[config.mk]
export PLATFORM = sky130hd
export DESIGN_NAME = counter_event_issuer_flat
export DESIGN_NICKNAME = d
export VERILOG_FILES = /design/src/rtl/counter_event_issuer_if.sv /design/src/rtl/counter_event_issuer.sv /design/src/flat_wrapper.sv
export SDC_FILE = /design/constraint.sdc
export NUM_CORES = 1
export LEC_CHECK = 0
export ABC_AREA = 0
export ABC_CLOCK_PERIOD_IN_PS = 7100
export CAP_MARGIN = 20
export CORE_ASPECT_RATIO = 1.4
export CORE_MARGIN = 2
export CORE_UTILIZATION = 66
export DETAILED_ROUTE_END_ITERATION = 10
export DONT_BUFFER_PORTS = 1
export GPL_TIMING_DRIVEN = 0
export PLACE_DENSITY = 0.82
export RECOVER_POWER = 50
export SYNTH_ARGS = -nofsm -noshare
export SYNTH_HDL_FRONTEND = slang
export SYNTH_SLANG_ARGS = --single-unit
[constraint.sdc]
create_clock -name clk -period 7.1 [get_ports clk]
set_input_delay 1.065 -clock clk [delete_from_list [all_inputs] [get_ports clk]]
set_output_delay 1.065 -clock clk [all_outputs]
set_load 0.1 [all_outputs]
[src/rtl/counter_event_issuer_if.sv]
// Bundle between event sources and the counter-event issuer: request pulses and stall in,
// registered incr/decr issue strobes, drop pulses and busy out.
interface counter_event_issuer_if #(
    parameter int NUM_CH = 8,
    parameter int ADDR_W = 3
);
    logic [NUM_CH-1:0] inc_req;
    logic [NUM_CH-1:0] dec_req;
    logic              stall;
    logic              incr;
    logic [ADDR_W-1:0] incr_addr;
    logic              decr;
    logic [ADDR_W-1:0] decr_addr;
    logic              inc_drop;
    logic              dec_drop;
    logic              busy;

    modport master (
        input  inc_req, dec_req, stall,
        output incr, incr_addr, decr, decr_addr, inc_drop, dec_drop, busy
    );

    modport slave (
        output inc_req, dec_req, stall,
        input  incr, incr_addr, decr, decr_addr, inc_drop, dec_drop, busy
    );
endinterface

[src/rtl/counter_event_issuer.sv]
// Per-channel pending counters feeding two independent round-robin issuers (incr/decr).
// Optional macro NET_CANCEL_EN: channels with both directions pending cancel locally.
module counter_event_issuer #(
    parameter int NUM_CH = 8,
    parameter int ADDR_W = 3,
    parameter int PEND_W = 4
) (
    input logic                    clk,
    input logic                    rst,
    counter_event_issuer_if.master bus
);

    localparam logic [PEND_W-1:0] PEND_MAX = '1;
    localparam logic [ADDR_W:0]   NUM_CH_W = (ADDR_W+1)'(NUM_CH);

    logic [PEND_W-1:0] inc_pend_q [NUM_CH];
    logic [PEND_W-1:0] inc_pend_d [NUM_CH];
    logic [PEND_W-1:0] dec_pend_q [NUM_CH];
    logic [PEND_W-1:0] dec_pend_d [NUM_CH];

    logic [ADDR_W-1:0] inc_ptr_q, inc_ptr_d;
    logic [ADDR_W-1:0] dec_ptr_q, dec_ptr_d;
    logic              incr_q, incr_d;
    logic [ADDR_W-1:0] incr_addr_q, incr_addr_d;
    logic              decr_q, decr_d;
    logic [ADDR_W-1:0] decr_addr_q, decr_addr_d;
    logic              inc_drop_q, inc_drop_d;
    logic              dec_drop_q, dec_drop_d;

    logic [NUM_CH-1:0] inc_cand, dec_cand, cancel;
    logic [NUM_CH-1:0] inc_issue, dec_issue;
    logic [NUM_CH-1:0] inc_sat, dec_sat;
    logic [NUM_CH-1:0] any_pend;
    logic [ADDR_W:0]   inc_pick, dec_pick;
    logic              inc_found, dec_found;
    logic [ADDR_W-1:0] inc_sel, dec_sel;

    // First set bit of cand at or after ptr, wrapping; result is {found, index}.
    function automatic logic [ADDR_W:0] rr_pick(input logic [NUM_CH-1:0] cand,
                                                input logic [ADDR_W-1:0] ptr);
        logic            found;
        logic [ADDR_W-1:0] sel;
        logic [ADDR_W:0]   idx;
        found = 1'b0;
        sel   = ptr;
        for (int k = 0; k < NUM_CH; k++) begin
            idx = {1'b0, ptr} + (ADDR_W+1)'(k);
            if (idx >= NUM_CH_W) begin
                idx = idx - NUM_CH_W;
            end
            if (!found && cand[idx[ADDR_W-1:0]]) begin
                found = 1'b1;
                sel   = idx[ADDR_W-1:0];
            end
        end
        return {found, sel};
    endfunction

    // Saturating pending update; result is {saturated_drop, next_value}.
    function automatic logic [PEND_W:0] pend_next(input logic [PEND_W-1:0] pend,
                                                  input logic req,
                                                  input logic take);
        logic [PEND_W-1:0] nxt;
        logic              sat;
        nxt = pend;
        sat = 1'b0;
        if (req && !take) begin
            if (pend == PEND_MAX) begin
                sat = 1'b1;
            end else begin
                nxt = pend + PEND_W'(1);
            end
        end else if (!req && take) begin
            nxt = pend - PEND_W'(1);
        end
        return {sat, nxt};
    endfunction

    always_comb begin
        inc_cand = '0;
        dec_cand = '0;
        cancel   = '0;
        any_pend = '0;
        for (int i = 0; i < NUM_CH; i++) begin
            logic has_inc;
            logic has_dec;
            has_inc     = (inc_pend_q[i] != '0);
            has_dec     = (dec_pend_q[i] != '0);
            any_pend[i] = has_inc || has_dec;
`ifdef NET_CANCEL_EN
            // Opposing events on one channel annihilate instead of being issued.
            cancel[i]   = has_inc && has_dec;
            inc_cand[i] = has_inc && !(has_inc && has_dec);
            dec_cand[i] = has_dec && !(has_inc && has_dec);
`else
            inc_cand[i] = has_inc;
            dec_cand[i] = has_dec;
`endif
        end
    end

    always_comb begin
        inc_pick  = rr_pick(inc_cand, inc_ptr_q);
        dec_pick  = rr_pick(dec_cand, dec_ptr_q);
        inc_found = inc_pick[ADDR_W];
        inc_sel   = inc_pick[ADDR_W-1:0];
        dec_found = dec_pick[ADDR_W];
        dec_sel   = dec_pick[ADDR_W-1:0];
    end

    always_comb begin
        incr_d      = 1'b0;
        incr_addr_d = incr_addr_q;
        inc_ptr_d   = inc_ptr_q;
        inc_issue   = '0;
        decr_d      = 1'b0;
        decr_addr_d = decr_addr_q;
        dec_ptr_d   = dec_ptr_q;
        dec_issue   = '0;
        if (!bus.stall && inc_found) begin
            incr_d             = 1'b1;
            incr_addr_d        = inc_sel;
            inc_issue[inc_sel] = 1'b1;
            inc_ptr_d          = (inc_sel == ADDR_W'(NUM_CH - 1)) ? '0 : inc_sel + ADDR_W'(1);
        end
        if (!bus.stall && dec_found) begin
            decr_d             = 1'b1;
            decr_addr_d        = dec_sel;
            dec_issue[dec_sel] = 1'b1;
            dec_ptr_d          = (dec_sel == ADDR_W'(NUM_CH - 1)) ? '0 : dec_sel + ADDR_W'(1);
        end
    end

    always_comb begin
        inc_sat = '0;
        dec_sat = '0;
        for (int i = 0; i < NUM_CH; i++) begin
            logic [PEND_W:0] inc_res;
            logic [PEND_W:0] dec_res;
            inc_res       = pend_next(inc_pend_q[i], bus.inc_req[i], inc_issue[i] || cancel[i]);
            dec_res       = pend_next(dec_pend_q[i], bus.dec_req[i], dec_issue[i] || cancel[i]);
            inc_pend_d[i] = inc_res[PEND_W-1:0];
            inc_sat[i]    = inc_res[PEND_W];
            dec_pend_d[i] = dec_res[PEND_W-1:0];
            dec_sat[i]    = dec_res[PEND_W];
        end
        inc_drop_d = |inc_sat;
        dec_drop_d = |dec_sat;
    end

    always_ff @(posedge clk or negedge rst) begin
        if (!rst) begin
            for (int i = 0; i < NUM_CH; i++) begin
                inc_pend_q[i] <= '0;
                dec_pend_q[i] <= '0;
            end
            inc_ptr_q   <= '0;
            dec_ptr_q   <= '0;
            incr_q      <= 1'b0;
            incr_addr_q <= '0;
            decr_q      <= 1'b0;
            decr_addr_q <= '0;
            inc_drop_q  <= 1'b0;
            dec_drop_q  <= 1'b0;
        end else begin
            for (int i = 0; i < NUM_CH; i++) begin
                inc_pend_q[i] <= inc_pend_d[i];
                dec_pend_q[i] <= dec_pend_d[i];
            end
            inc_ptr_q   <= inc_ptr_d;
            dec_ptr_q   <= dec_ptr_d;
            incr_q      <= incr_d;
            incr_addr_q <= incr_addr_d;
            decr_q      <= decr_d;
            decr_addr_q <= decr_addr_d;
            inc_drop_q  <= inc_drop_d;
            dec_drop_q  <= dec_drop_d;
        end
    end

    assign bus.incr      = incr_q;
    assign bus.incr_addr = incr_addr_q;
    assign bus.decr      = decr_q;
    assign bus.decr_addr = decr_addr_q;
    assign bus.inc_drop  = inc_drop_q;
    assign bus.dec_drop  = dec_drop_q;
    assign bus.busy      = (|any_pend) || incr_q || decr_q;

endmodule

[src/flat_wrapper.sv]
// flat-port wrapper written by rule: the top's interface ports become plain ports
module counter_event_issuer_flat 
#(
    parameter int NUM_CH = 8,
    parameter int ADDR_W = 3,
    parameter int PEND_W = 4
)
  (clk, rst, bus_inc_req, bus_dec_req, bus_stall, bus_incr, bus_incr_addr, bus_decr, bus_decr_addr, bus_inc_drop, bus_dec_drop, bus_busy);
  counter_event_issuer_if #(.NUM_CH(NUM_CH), .ADDR_W(ADDR_W)) bus_i ();
  input logic clk;
  input logic rst;
  input wire logic [$bits(bus_i.inc_req)-1:0] bus_inc_req;
  input wire logic [$bits(bus_i.dec_req)-1:0] bus_dec_req;
  input wire logic [$bits(bus_i.stall)-1:0] bus_stall;
  output wire logic [$bits(bus_i.incr)-1:0] bus_incr;
  output wire logic [$bits(bus_i.incr_addr)-1:0] bus_incr_addr;
  output wire logic [$bits(bus_i.decr)-1:0] bus_decr;
  output wire logic [$bits(bus_i.decr_addr)-1:0] bus_decr_addr;
  output wire logic [$bits(bus_i.inc_drop)-1:0] bus_inc_drop;
  output wire logic [$bits(bus_i.dec_drop)-1:0] bus_dec_drop;
  output wire logic [$bits(bus_i.busy)-1:0] bus_busy;
  assign bus_i.inc_req = bus_inc_req;
  assign bus_i.dec_req = bus_dec_req;
  assign bus_i.stall = bus_stall;
  assign bus_incr = bus_i.incr;
  assign bus_incr_addr = bus_i.incr_addr;
  assign bus_decr = bus_i.decr;
  assign bus_decr_addr = bus_i.decr_addr;
  assign bus_inc_drop = bus_i.inc_drop;
  assign bus_dec_drop = bus_i.dec_drop;
  assign bus_busy = bus_i.busy;
  counter_event_issuer #(.NUM_CH(NUM_CH), .ADDR_W(ADDR_W), .PEND_W(PEND_W)) u_core (.clk(clk), .rst(rst), .bus(bus_i));
endmodule
==> results.md <==
| Stage | Quantity | Value |
|:---|:---|:---|
| critical path | Worst path cell trace | buf_2 -> inv_1 -> clkbuf_1 -> ha_1 -> inv_2 -> mux4_2 -> mux2i_1 -> o22a_1 -> a2111oi_0 -> o32ai_1 -> a32o_1 -> nor3b_2 -> nand2b_1 -> ha_1 -> a21o_1 -> a21oi_1 -> nor2_1 -> a221o_1 -> a21boi_1 |
| clocking | Number of buffers added by the clock tree synthesis step | 9 |
| power | Cell-internal power | 2.00 mW |
| detailed routing | WL/cell | 19.7 microns |
| yosys | Post-Syn Area per Cell | 9.53 sq um |
| sta | Clock period minus final worst setup slack | 6000 ps |
| die | Cell Rows | 46 |
| yosys | Number of enable-type register cells in the synthesized netlist | 0 |
| sta | Pins Over Slew Limit | 0 |
| yosys | Sequential share of the synthesized area | 26.5% |
| sta | Total Neg Setup Slack | 0 ps |
| yosys | Post-synthesis sequential element count | 80 |
| sta | Count of final setup violators | 0 |
| power | Static Leakage | 3.29 nW |
| sta | Final Hold Vio Count | 0 |
| cells and area | Final nets | 877 |
| critical path | Category of the worst setup path capture point | flip-flop |
| cells and area | Share of final-layout standard cells stronger than drive strength 1 | 12.5% |
| clocking | CTS root buf | clkbuf_16 |
| detailed routing | Remaining routing DRC violations | 0 |
| clocking | Clock tree sinks | 80 |
| yosys | Area of the mapped netlist | 7570 sq um |
| die | Area of the die | 12400 sq um |
| critical path | Type of the setup path with the least slack | reg2reg |
| placed design | RePlAce Congestion | 0.945 |
| run | Number of max-cap violations | 0 |
| detailed routing | Antenna Nets Post-Route | 0 |
| global route | Tot GR Track Use | 31.7% |
| die | Core footprint | 11300 sq um |
| detailed routing | Via count | 6663 |
| clocking | Clock latency of the later-clocked register in the worst-skew pair | 340 ps |
| critical path | Required @ worst endpoint | 7330 ps |
| die | Starting density of the core | 67.1% |
| cells and area | Inserted Diodes | 0 |
| critical path | Cell type of the slowest stage on the worst timing path | mux4_2 |
| detailed routing | Number of detailed-routing iterations run before antenna repair | 5 |
| global route | Via count of the first global-routing pass | 6615 |
| placed design | HPWL after detailed placement | 14.2 mm |
| die | Vertical die dimension | 131 microns |
| power | Share of total power consumed by net switching | 49.1% |
| sta | Worst rel slew slack | 34.0% |
| cells and area | End-of-flow core utilization | 71.3% |
| power | Fraction of power consumed by sequential logic | 29.8% |
| critical path | Most repeated library cell on the critical path | ha_1 |
| power | Maximum resistive drop on vdd | 0.000312 V |
| yosys | Gate Count Post-Synth | 794 |
| placed design | I/O Buffers | 0 |
| critical path | Largest driver fanout on the critical path | 10 |
| power | Combinational fraction of design power | 58.1% |
| sta | Measured slew at the worst slew-check pin | 981 ps |
| global route | Antenna violations before repair | 0 |
| detailed routing | Number of DRC markers in iteration 0 | 385 |
| run status | Status | completed |
| cells and area | Synthesis-to-finish area growth | 6.33% |
| sta | Worst clock skew | 5.48 ps |
| die | Io pins | 30 |
| global route | Maximum number of pins on one net before global-route repair | 81 |
| die | Die X | 94.5 microns |
| yosys | Total nets after synthesis | 866 |
| critical path | Arrival time of data at the critical path endpoint | 6230 ps |
| power | Net switching power figure | 1.93 mW |
| clocking | Number of hold buffers added after CTS | 0 |
| global route | Total congestion overflow after global routing | 0 |
| clocking | Clock transition time at the flip-flop clock pins of the worst setup and hold paths | 60 ps |
| clocking | H-Tree Level Count | 3 |
| yosys | Async SR Flop Fraction | 100% |
| clocking | Number of buffers between clock root and the deepest sink | 2 |
| yosys | Count of warnings emitted by yosys | 0 |
| sta | Final period util | 84.6% |
| sta | RSZ-0062 raised after global routing | false |
| clocking | Number of cells upsized or downsized after cts | 0 |
| power | Power density over cell area | 489 nW/um^2 |
| detailed routing | Detailed Route WL | 18.8 mm |
| hold path | Worst hold path class | in2async |
| yosys | Primary FF master, synth | dfrtp_1 |
| clocking | Number of buffers inserted to repair setup after CTS | 0 |
| detailed routing | Via density | 6.98 |
| global route | Wire length of the first global-routing pass | 31.1 mm |
| critical path | Startpoint kind of the worst setup timing path | flip-flop |
| critical path | CP peak stage delay | 630 ps |
| yosys | Yosys cell types | 87 |
| clocking | CTS tree | yes |
| sta | Highest Clock Rate | 167 MHz |
| power | Clock Power Share | 12.2% |
synthesized netlist by cell type (10+ instances only):
cell       n  share of area, %
a21oi_1   34               2.2
clkbuf_1  13              0.64
nor3_1    20               1.3
mux2i_1   41               5.4
nor2_1    50               2.5
o22a_1    10               1.2
dfrtp_1   80                26
a31oi_1   10              0.83
mux4_2    18               5.4
nor4_1    20               1.7
mux2_2    19               2.8
xnor2_1   27               3.1
or4_1     18               1.8
fa_1      16               4.2
nand4_1   19               1.6
ha_1      37               6.1
xor2_1    19               2.2
o21ai_0   26               1.7
nand3_1   18               1.2
a21o_1    29               2.9
nand2_1   56               2.8
inv_1     25               1.2
layout make-up:
cell class                 instances  area [sq um]
multi-input combinational        655          5330
tap                              144           180
clock buffer                      11           243
inverter                          33           125
clock inverter                     5          56.3
fill                             815          3230
buffer                            26           111
sequential                        80          2000
registers in the layout, summed over array words and instances, names as in the netlist:
signal / cells
u_core.dec_ptr_q: 3
u_core.dec_pend_q: 32
u_core.inc_pend_q: 32
u_core.bus.dec_drop: 1
u_core.bus.decr_addr: 3
u_core.bus.decr: 1
u_core.bus.inc_drop: 1
u_core.bus.incr: 1
u_core.bus.incr_addr: 3
u_core.inc_ptr_q: 3
power groups by stage:
stage | clock network (mW) | logic [mW] | registers, mW
2_1_floorplan | 0 | 1.83 | 1.09
3_5_place_dp | 0 | 2.25 | 1.17
5_1_grt | 0.506 | 2.53 | 1.21
3_3_place_gp | 0 | 2.11 | 1.14
6_report | 0.479 | 2.29 | 1.17
4_1_cts | 0.483 | 2.27 | 1.16
per-stage QoR:
stage	total power, mW	instances	setup slack (ps)	hold slack (ps)	area [sq um]
after floorplan	2.91	794	2120	470	7570
after global placement	3.25	938	1340	487	7750
after detailed placement	3.42	938	1190	504	7750
after CTS	3.92	954	1150	401	8050
after global routing	4.25	954	712	392	8050
final	3.94	954	1100	411	8050
placed cells by master, fill, tap and decap left out, types with 9 or more instances in the layout:
cell and count:
nand2b_1 9, xor2_1 19, a21oi_1 34, mux2_2 19
clkbuf_16 9, nand4_1 19, o21ai_0 26, a21o_1 29
nor4_1 20, nand2_1 56, nor2_1 50, clkbuf_1 14
inv_1 25, nor3_1 20, nand3_1 18, mux4_2 18
or4_1 18, fa_1 16, o22a_1 10, mux2i_1 41
xnor2_1 27, dfrtp_1 80, a31oi_1 10, ha_1 37
nor2b_1 9
final timing paths:
check / start / to / slack (ps) / cells after the start
hold reg to reg: u_core.dec_pend_q[11]$_DFFE_PN0P_ / u_core.dec_pend_q[11]$_DFFE_PN0P_ / 520 / 1
hold / removal: rst / u_core.inc_pend_q[19]$_DFFE_PN0P_ / 410 / 0
min in group clk: u_core.dec_pend_q[11]$_DFFE_PN0P_ / u_core.dec_pend_q[11]$_DFFE_PN0P_ / 520 / 1
max in group asynchronous: rst / u_core.bus.decr$_DFF_PN0_ / 6540 / 0
setup reg to reg: u_core.dec_ptr_q[0]$_DFFE_PN0N_ / u_core.dec_pend_q[23]$_DFFE_PN0P_ / 1100 / 19
setup / recovery: u_core.dec_ptr_q[0]$_DFFE_PN0N_ / u_core.dec_pend_q[23]$_DFFE_PN0P_ / 1100 / 19
kinds of logic after synthesis:
family / count (synthesis) / share of synthesized area [%]
and+or+nand+nor: 273 / 20.6
AOI/OAI and AO/OA: 195 / 18.6
muxes: 87 / 15.1
DFF: 80 / 26.5
buffers and inverters: 59 / 3.12
adders and majority gates: 53 / 10.3
xor gates and xnor gates: 47 / 5.69
worst max-delay path, delay by kind of cell, from the launching register on:
kind            cells  cell delay, ps
fa+ha+maj           2             670
simple gates        3             910
buf+inv             4             900
compound gates      8            2070
mux                 2             970
flops               1             380
layer usage:
metal,vias to the layer above,wire length (microns),global-route usage [%]
met3,79,844,4.99
met4,0,1040,18.9
met2,245,9950,58.4
li1,3085,-,-
met5,-,0,0
met1,3254,6950,34.0
(Power assumes the default switching activity.)
